[src/rtl/divekick_referee_if.sv]
// Referee-side bundle: per-frame player inputs and HUD/controller decision outputs.
// The master side is the controller/HUD; the slave side is the referee.
interface divekick_referee_if #(
  parameter int COORD_W = 10
);
  logic               frame_tick;
  logic [COORD_W-1:0] P1_X, P1_Y, P2_X, P2_Y;
  logic [COORD_W-1:0] P1_HB_Width, P1_HB_Height, P2_HB_Width, P2_HB_Height;
  logic [2:0]         P1_Status, P2_Status;
  logic [3:0]         gameTime;
  logic               P1_Hit_Detected, P2_Hit_Detected;
  logic [3:0]         P1_Score, P2_Score;
  logic [1:0]         round_winner;
  logic               freeze;
  logic               round_start;
  logic               match_over;

  modport master (
    output frame_tick, P1_X, P1_Y, P2_X, P2_Y,
           P1_HB_Width, P1_HB_Height, P2_HB_Width, P2_HB_Height,
           P1_Status, P2_Status, gameTime,
    input  P1_Hit_Detected, P2_Hit_Detected, P1_Score, P2_Score,
           round_winner, freeze, round_start, match_over
  );

  modport slave (
    input  frame_tick, P1_X, P1_Y, P2_X, P2_Y,
           P1_HB_Width, P1_HB_Height, P2_HB_Width, P2_HB_Height,
           P1_Status, P2_Status, gameTime,
    output P1_Hit_Detected, P2_Hit_Detected, P1_Score, P2_Score,
           round_winner, freeze, round_start, match_over
  );
endinterface

[src/rtl/divekick_referee.sv]
// Divekick per-frame referee: kick hit detection, round/match FSM, scores.
// Optional macro DIVEKICK_TIMEOUT_JUDGE_EN: timeout awards the round to the player nearer CENTER_X.
module divekick_referee #(
  parameter int COORD_W       = 10,
  parameter int CENTER_X      = 320,
  parameter int ROUNDS_TO_WIN = 3,
  parameter int PAUSE_FRAMES  = 90
) (
  input  logic              CLK,
  input  logic              Reset,
  divekick_referee_if.slave bus
);
  localparam int CW = COORD_W + 2;
  typedef logic signed [CW-1:0] coord_t;
  typedef enum logic [1:0] {S_FIGHT, S_PAUSE, S_OVER} state_t;

  state_t     state_q, state_d;
  logic [7:0] cnt_q, cnt_d;
  logic [3:0] p1_score_q, p1_score_d, p2_score_q, p2_score_d;
  logic [1:0] winner_q, winner_d;
  logic       p1_hit_q, p1_hit_d, p2_hit_q, p2_hit_d;
  logic       round_start_q, round_start_d;
  logic       p1_hits, p2_hits, p1_won, p2_won;
  logic [1:0] timeout_win;

  // Zero-extend into the widened signed domain so (X - size) can go negative.
  function automatic coord_t ext(input logic [COORD_W-1:0] v);
    return $signed({2'b00, v});
  endfunction

  function automatic logic [3:0] sat_inc(input logic [3:0] s);
    return (s == 4'hF) ? s : s + 4'd1;
  endfunction

  function automatic logic kick_hits(
    input logic [COORD_W-1:0] ax, ay, aw, ah,
    input logic [2:0]         ast,
    input logic [COORD_W-1:0] dx, dy,
    input logic [2:0]         dst
  );
    coord_t ax_lo, ax_hi, t, b, l, r;
    logic   kicking;
    kicking = 1'b1;
    ax_lo   = ext(ax);
    ax_hi   = ext(ax);
    case (ast)
      3'd2:    ax_hi = ext(ax) + ext(aw);
      3'd3:    ax_lo = ext(ax) - ext(aw);
      default: kicking = 1'b0;
    endcase
    case (dst)
      3'd0:       begin t = coord_t'(21); b = coord_t'(44); l = coord_t'(30); r = coord_t'(30); end
      3'd1, 3'd4: begin t = coord_t'(38); b = coord_t'(44); l = coord_t'(28); r = coord_t'(28); end
      3'd2:       begin t = coord_t'(44); b = coord_t'(44); l = coord_t'(27); r = coord_t'(30); end
      3'd3:       begin t = coord_t'(44); b = coord_t'(44); l = coord_t'(30); r = coord_t'(27); end
      default:    begin t = coord_t'(44); b = coord_t'(44); l = coord_t'(30); r = coord_t'(30); end
    endcase
    return kicking
        && (ax_lo <= ext(dx) + r) && (ext(dx) - l <= ax_hi)
        && (ext(ay) <= ext(dy) + b) && (ext(dy) - t <= ext(ay) + ext(ah))
        && (ext(ay) <= ext(dy));
  endfunction

  assign p1_hits = kick_hits(bus.P1_X, bus.P1_Y, bus.P1_HB_Width, bus.P1_HB_Height, bus.P1_Status,
                             bus.P2_X, bus.P2_Y, bus.P2_Status);
  assign p2_hits = kick_hits(bus.P2_X, bus.P2_Y, bus.P2_HB_Width, bus.P2_HB_Height, bus.P2_Status,
                             bus.P1_X, bus.P1_Y, bus.P1_Status);
  assign p1_won  = p1_score_q >= 4'(ROUNDS_TO_WIN);
  assign p2_won  = p2_score_q >= 4'(ROUNDS_TO_WIN);

`ifdef DIVEKICK_TIMEOUT_JUDGE_EN
  coord_t d1, d2, dist1, dist2;
  always_comb begin
    d1    = ext(bus.P1_X) - coord_t'(CENTER_X);
    d2    = ext(bus.P2_X) - coord_t'(CENTER_X);
    dist1 = (d1 < 0) ? -d1 : d1;
    dist2 = (d2 < 0) ? -d2 : d2;
    if (dist1 < dist2)      timeout_win = 2'b01;
    else if (dist2 < dist1) timeout_win = 2'b10;
    else                    timeout_win = 2'b11;
  end
`else
  assign timeout_win = 2'b11;
`endif

  always_comb begin
    state_d       = state_q;
    cnt_d         = cnt_q;
    p1_score_d    = p1_score_q;
    p2_score_d    = p2_score_q;
    winner_d      = winner_q;
    p1_hit_d      = 1'b0;
    p2_hit_d      = 1'b0;
    round_start_d = 1'b0;
    case (state_q)
      S_FIGHT: if (bus.frame_tick) begin
        if (p1_hits || p2_hits) begin
          p1_hit_d = p1_hits;
          p2_hit_d = p2_hits;
          if (p1_hits) p1_score_d = sat_inc(p1_score_q);
          if (p2_hits) p2_score_d = sat_inc(p2_score_q);
          winner_d = {p2_hits, p1_hits};
          cnt_d    = 8'(PAUSE_FRAMES);
          state_d  = S_PAUSE;
        end else if (bus.gameTime == 4'd0) begin
          // A tie (11) from the judge leaves both scores untouched.
          if (timeout_win == 2'b01) p1_score_d = sat_inc(p1_score_q);
          if (timeout_win == 2'b10) p2_score_d = sat_inc(p2_score_q);
          winner_d = timeout_win;
          cnt_d    = 8'(PAUSE_FRAMES);
          state_d  = S_PAUSE;
        end
      end
      S_PAUSE: if (bus.frame_tick) begin
        cnt_d = cnt_q - 8'd1;
        if (cnt_q <= 8'd1) begin
          cnt_d = '0;
          if (p1_won || p2_won) begin
            winner_d = {p2_won, p1_won};
            state_d  = S_OVER;
          end else begin
            winner_d      = '0;
            round_start_d = 1'b1;
            state_d       = S_FIGHT;
          end
        end
      end
      default: ;
    endcase
  end

  always_ff @(posedge CLK) begin
    if (Reset) begin
      state_q       <= S_FIGHT;
      cnt_q         <= '0;
      p1_score_q    <= '0;
      p2_score_q    <= '0;
      winner_q      <= '0;
      p1_hit_q      <= 1'b0;
      p2_hit_q      <= 1'b0;
      round_start_q <= 1'b0;
    end else begin
      state_q       <= state_d;
      cnt_q         <= cnt_d;
      p1_score_q    <= p1_score_d;
      p2_score_q    <= p2_score_d;
      winner_q      <= winner_d;
      p1_hit_q      <= p1_hit_d;
      p2_hit_q      <= p2_hit_d;
      round_start_q <= round_start_d;
    end
  end

  assign bus.P1_Hit_Detected = p1_hit_q;
  assign bus.P2_Hit_Detected = p2_hit_q;
  assign bus.P1_Score        = p1_score_q;
  assign bus.P2_Score        = p2_score_q;
  assign bus.round_winner    = winner_q;
  assign bus.round_start     = round_start_q;
  assign bus.freeze          = (state_q != S_FIGHT);
  assign bus.match_over      = (state_q == S_OVER);
endmodule

[src/flat_wrapper.sv]
// flat-port wrapper written by rule: the top's interface ports become plain ports
module divekick_referee_flat 
#(
  parameter int COORD_W       = 10,
  parameter int CENTER_X      = 320,
  parameter int ROUNDS_TO_WIN = 3,
  parameter int PAUSE_FRAMES  = 90
)
  (CLK, Reset, bus_frame_tick, bus_P1_X, bus_P1_Y, bus_P2_X, bus_P2_Y, bus_P1_HB_Width, bus_P1_HB_Height, bus_P2_HB_Width, bus_P2_HB_Height, bus_P1_Status, bus_P2_Status, bus_gameTime, bus_P1_Hit_Detected, bus_P2_Hit_Detected, bus_P1_Score, bus_P2_Score, bus_round_winner, bus_freeze, bus_round_start, bus_match_over);
  divekick_referee_if #(.COORD_W(COORD_W)) bus_i ();
  input  logic CLK;
  input  logic Reset;
  input wire logic [$bits(bus_i.frame_tick)-1:0] bus_frame_tick;
  input wire logic [$bits(bus_i.P1_X)-1:0] bus_P1_X;
  input wire logic [$bits(bus_i.P1_Y)-1:0] bus_P1_Y;
  input wire logic [$bits(bus_i.P2_X)-1:0] bus_P2_X;
  input wire logic [$bits(bus_i.P2_Y)-1:0] bus_P2_Y;
  input wire logic [$bits(bus_i.P1_HB_Width)-1:0] bus_P1_HB_Width;
  input wire logic [$bits(bus_i.P1_HB_Height)-1:0] bus_P1_HB_Height;
  input wire logic [$bits(bus_i.P2_HB_Width)-1:0] bus_P2_HB_Width;
  input wire logic [$bits(bus_i.P2_HB_Height)-1:0] bus_P2_HB_Height;
  input wire logic [$bits(bus_i.P1_Status)-1:0] bus_P1_Status;
  input wire logic [$bits(bus_i.P2_Status)-1:0] bus_P2_Status;
  input wire logic [$bits(bus_i.gameTime)-1:0] bus_gameTime;
  output wire logic [$bits(bus_i.P1_Hit_Detected)-1:0] bus_P1_Hit_Detected;
  output wire logic [$bits(bus_i.P2_Hit_Detected)-1:0] bus_P2_Hit_Detected;
  output wire logic [$bits(bus_i.P1_Score)-1:0] bus_P1_Score;
  output wire logic [$bits(bus_i.P2_Score)-1:0] bus_P2_Score;
  output wire logic [$bits(bus_i.round_winner)-1:0] bus_round_winner;
  output wire logic [$bits(bus_i.freeze)-1:0] bus_freeze;
  output wire logic [$bits(bus_i.round_start)-1:0] bus_round_start;
  output wire logic [$bits(bus_i.match_over)-1:0] bus_match_over;
  assign bus_i.frame_tick = bus_frame_tick;
  assign bus_i.P1_X = bus_P1_X;
  assign bus_i.P1_Y = bus_P1_Y;
  assign bus_i.P2_X = bus_P2_X;
  assign bus_i.P2_Y = bus_P2_Y;
  assign bus_i.P1_HB_Width = bus_P1_HB_Width;
  assign bus_i.P1_HB_Height = bus_P1_HB_Height;
  assign bus_i.P2_HB_Width = bus_P2_HB_Width;
  assign bus_i.P2_HB_Height = bus_P2_HB_Height;
  assign bus_i.P1_Status = bus_P1_Status;
  assign bus_i.P2_Status = bus_P2_Status;
  assign bus_i.gameTime = bus_gameTime;
  assign bus_P1_Hit_Detected = bus_i.P1_Hit_Detected;
  assign bus_P2_Hit_Detected = bus_i.P2_Hit_Detected;
  assign bus_P1_Score = bus_i.P1_Score;
  assign bus_P2_Score = bus_i.P2_Score;
  assign bus_round_winner = bus_i.round_winner;
  assign bus_freeze = bus_i.freeze;
  assign bus_round_start = bus_i.round_start;
  assign bus_match_over = bus_i.match_over;
  divekick_referee #(.COORD_W(COORD_W), .CENTER_X(CENTER_X), .ROUNDS_TO_WIN(ROUNDS_TO_WIN), .PAUSE_FRAMES(PAUSE_FRAMES)) u_core (.CLK(CLK), .Reset(Reset), .bus(bus_i));
endmodule
[config.mk]
export PLATFORM = sky130hd
export DESIGN_NAME = divekick_referee_flat
export DESIGN_NICKNAME = d
export VERILOG_FILES = /design/src/rtl/divekick_referee_if.sv /design/src/rtl/divekick_referee.sv /design/src/flat_wrapper.sv
export SDC_FILE = /design/constraint.sdc
export NUM_CORES = 1
export LEC_CHECK = 0
export ABC_AREA = 1
export BUFFER_PORTS_ARGS = -buffer_cell sky130_fd_sc_hd__buf_2
export CORE_MARGIN = 1.5
export CORE_UTILIZATION = 61
export CTS_CLUSTER_SIZE = 40
export DETAILED_ROUTE_END_ITERATION = 8
export PLACE_DENSITY_LB_ADDON = 0.08
export SYNTH_ARGS = -nofsm -noshare
export SYNTH_HDL_FRONTEND = slang
export SYNTH_SLANG_ARGS = --single-unit
[constraint.sdc]
create_clock -name CLK -period 4.2 [get_ports CLK]
set_clock_uncertainty 0.15 [all_clocks]
set_input_delay 0.42 -clock CLK [delete_from_list [all_inputs] [get_ports CLK]]
set_output_delay 0.42 -clock CLK [all_outputs]
set_load 0.02 [all_outputs]
==> impl_metrics.py <==
metrics = {
    "status": {
        "outcome": "finished with violations",
        "violations": "design-rule violations",
    },
    "critical_path": {
        "cp_common_cell": "nand2_1",
        "crit_fanout": 11,
        "worst-path-buf-inv": 6,
        "crit_family": "simple AND/OR/NAND/NOR gates",
        "critPathArrivalTime_ns": 3.84,
        "start_kind": "input pin",
        "crit_required_ns": 4.19,
        "path_class": "input pin to register",
        "cpPeakStageDelay_ns": 0.38,
        "cp-end-kind": "register",
        "crit_path_top_delay_cell": "fa_1",
    },
    "cts": {
        "clock_latency_ns": 0.25,
        "cts_tree": "yes",
        "cts.clk_slew.worst_paths_ns": 0.06,
        "cts_setup_buffers": 0,
        "cts_buffer_depth": 2,
        "cts_root_buffer": "clkbuf_16",
        "htreeDepth": 1,
        "clock-sinks": 23,
        "cts_buffers": 3,
    },
    "yosys": {
        "syn_nets": 1615,
        "ys_types": 50,
        "syn-cell-area_um2": 8457,
        "synthTopCellsByCount": "nand2_1, inv_1, ha_1",
        "synth_area_leader_cell": "ha_1",
        "async_flop_share_pct": 0,
        "ys_top_cells_by_area": "ha_1, nand2_1, inv_1",
        "synth_most_common_cell": "nand2_1",
        "seq_area_frac_synth_pct": 5.445,
        "synth_ff_type": "dfxtp_1",
        "synth_edf_count": 0,
        "synth_top_area_share_pct": 25.89,
        "yosys_warnings": 0,
        "synth_seq_cells": 23,
        "syn_inst": 1335,
        "syn_area_per_cell_um2": 6.335,
    },
    "detailed_routing": {
        "via_per_inst": 5.247,
        "drt-initial-drc-count": 487,
        "drc_errors": 2,
        "first_pass_iters": 8,
        "post_drt_wl_per_cell_um": 12.91,
        "vias": 8521,
        "postRouteAntennaNets": 0,
        "totalWireLength_um": 20970,
    },
    "layout": {
        "register_area_um2": 460.4,
        "multi_input_area_um2": 7010,
        "syn_to_final_growth_pct": 10.37,
        "fin_nets": 1728,
        "post-route-util_pct": 69.65,
        "fill_cells": 1274,
        "drive_gt1_share_pct": 13.68,
    },
    "timing": {
        "layout_setup_ws_ns": 0.3530,
        "maxSlewHeadroom_pct": 63.77,
        "hold_violations": 0,
        "finalCritPeriodShare_pct": 91.59,
        "finalMaxSlewViolations": 0,
        "setup_tns_ns": 0,
        "tightest_slew_ns": 0.5414,
        "max_clock_freq_mhz": 259.9,
        "finalSetupViolCount": 0,
        "rsz0062_at_grt": "false",
        "min_period_ns": 3.847,
    },
    "pwr": {
        "pwr-share-clk_pct": 12.2,
        "seqPwrFrac_pct": 14.2,
        "p_leak_nw": 5.353,
        "ir_drop_mv": 0.1511,
        "power.switching_w": 0.0008478,
        "cellPowerDensity_nw_per_um2": 182.5,
        "intPower_w": 0.0008554,
        "switching_share_pct": 49.77,
        "comb_power_share_pct": 73.6,
    },
    "placed_design": {
        "place_hpwl_um": 18170,
        "io_buffer_count": 107,
        "place_ws_ns": 0.01255,
        "place_congestion": 0.9532,
    },
    "die": {
        "rows": 42,
        "die_area_um2": 14580,
        "die_width_um": 120.7,
        "initial_core_util_pct": 63.11,
        "io-pin-count": 108,
        "core_region_area_um2": 13400,
        "die_y_um": 120.7,
    },
    "hold_path": {
        "hold_class": "input pin to register",
    },
    "flow_run": {
        "drv_cap": 0,
    },
    "global_route": {
        "track_usage_pct": 29.41,
        "antenna_found_initial": 0,
        "grt_max_degree": 15,
        "first_global_vias": 8162,
        "grt_pass1_wl_um": 36020,
        "globalRoute.totalOverflow": 0,
    },
}
==> path summary, 6_finish.rpt <==
kind | start | endpoint | slack, ns | cells past startpoint
max | bus_P2_Status[1] | u_core.cnt_q[4] | 0.35 | 28
min | Reset | u_core.cnt_q[6] | 0.32 | 2
max reg2reg | u_core.cnt_q[0] | u_core.bus.round_winner[1] | 2.11 | 10
min reg2reg | u_core.bus.P1_Score[0] | u_core.bus.P1_Score[0] | 0.35 | 1
==> metrics by stage <==
| stage | hold slack, ns | instances | instance area [µm²] | power, W |
|---|---|---|---|---|
| after floorplan | 0.3139 | 1335 | 8457 | 0.001170 |
| after global placement | 0.3310 | 1619 | 9238 | 0.001456 |
| after detailed placement | 0.3375 | 1619 | 9238 | 0.001484 |
| after CTS | 0.3170 | 1623 | 9318 | 0.001697 |
| after global routing | 0.3344 | 1623 | 9331 | 0.001911 |
| final | 0.3236 | 1624 | 9334 | 0.001703 |
==> area by class of cell <==
type	instances	share of cell area, %
multi-input combinational	1065	75.11
inverter	223	8.968
timing repair buffer	132	7.748
sequential	23	4.933
tap	176	2.359
clock buffer	3	0.8043
clock inverter	1	0.05362
antenna	1	0.02681
==> power by group through the flow <==
stage / Sequential, W / Combinational (W) / Clock, W
after floorplan: 0.000246 / 0.000924 / 0
after global placement: 0.000245 / 0.00121 / 0
after detailed placement: 0.000246 / 0.00124 / 0
after CTS: 0.000241 / 0.00125 / 0.000208
after global routing: 0.000242 / 0.00145 / 0.000221
final: 0.000241 / 0.00125 / 0.000208
==> cells by family (layout without fill, tap and decap cells) <==
group / count (synthesis) / in the layout / synth area share (%)
simple gates: 562 / 562 / 28.78
compound gates: 214 / 214 / 14.66
buf+inv: 247 / 359 / 11.82
fa+ha+maj: 187 / 187 / 28.73
other cells: 0 / 1 / 0
flops: 23 / 23 / 5.445
xor+xnor: 102 / 102 / 10.56
==> flip-flops by register name (all words and copies together) (netlist names) <==
name                        flops
u_core.cnt_q                    8
u_core.bus.P1_Score             4
u_core.bus.P2_Score             4
u_core.bus.round_winner         2
u_core.state_q                  2
u_core.bus.P1_Hit_Detected      1
u_core.bus.P2_Hit_Detected      1
u_core.bus.round_start          1
==> repair_timing <==
item | CTS | global route
gates resized for setup | 0 | 4
endpoints found under the setup margin | 0 | 18
hold buffers | 0 | 0
endpoints found under the hold margin | 0 | 0
==> cell usage in the layout, fill, tap and decap left out, drive strengths merged <==
| master | n |
|---|---|
| a211oi | 1 |
| a21boi | 2 |
| a21o | 13 |
| a21oi | 96 |
| a221oi | 1 |
| a22oi | 3 |
| a31oi | 8 |
| and2 | 1 |
| buf | 132 |
| clkbuf | 3 |
| clkinv | 4 |
| dfxtp | 23 |
| diode | 1 |
| fa | 12 |
| ha | 175 |
| inv | 220 |
| nand2 | 327 |
| nand3 | 55 |
| nand3b | 3 |
| nand4 | 16 |
| nor2 | 131 |
| nor3 | 17 |
| nor3b | 1 |
| nor4 | 9 |
| o211ai | 4 |
| o21a | 3 |
| o21ai | 66 |
| o21bai | 7 |
| o22ai | 2 |
| o31a | 1 |
| o31ai | 7 |
| or2 | 2 |
| xnor2 | 16 |
| xor2 | 86 |
==> per-layer routing <==
metal | global-route usage, % | wire (µm) | vias up
li1 | - | - | 4540
met1 | 37.03 | 9669 | 3787
met2 | 54.72 | 10420 | 168
met3 | 1.840 | 558 | 26
met4 | 6.324 | 320 | 0
met5 | 0 | 0 | -
Note: power is estimated with default switching activity, not from simulation.
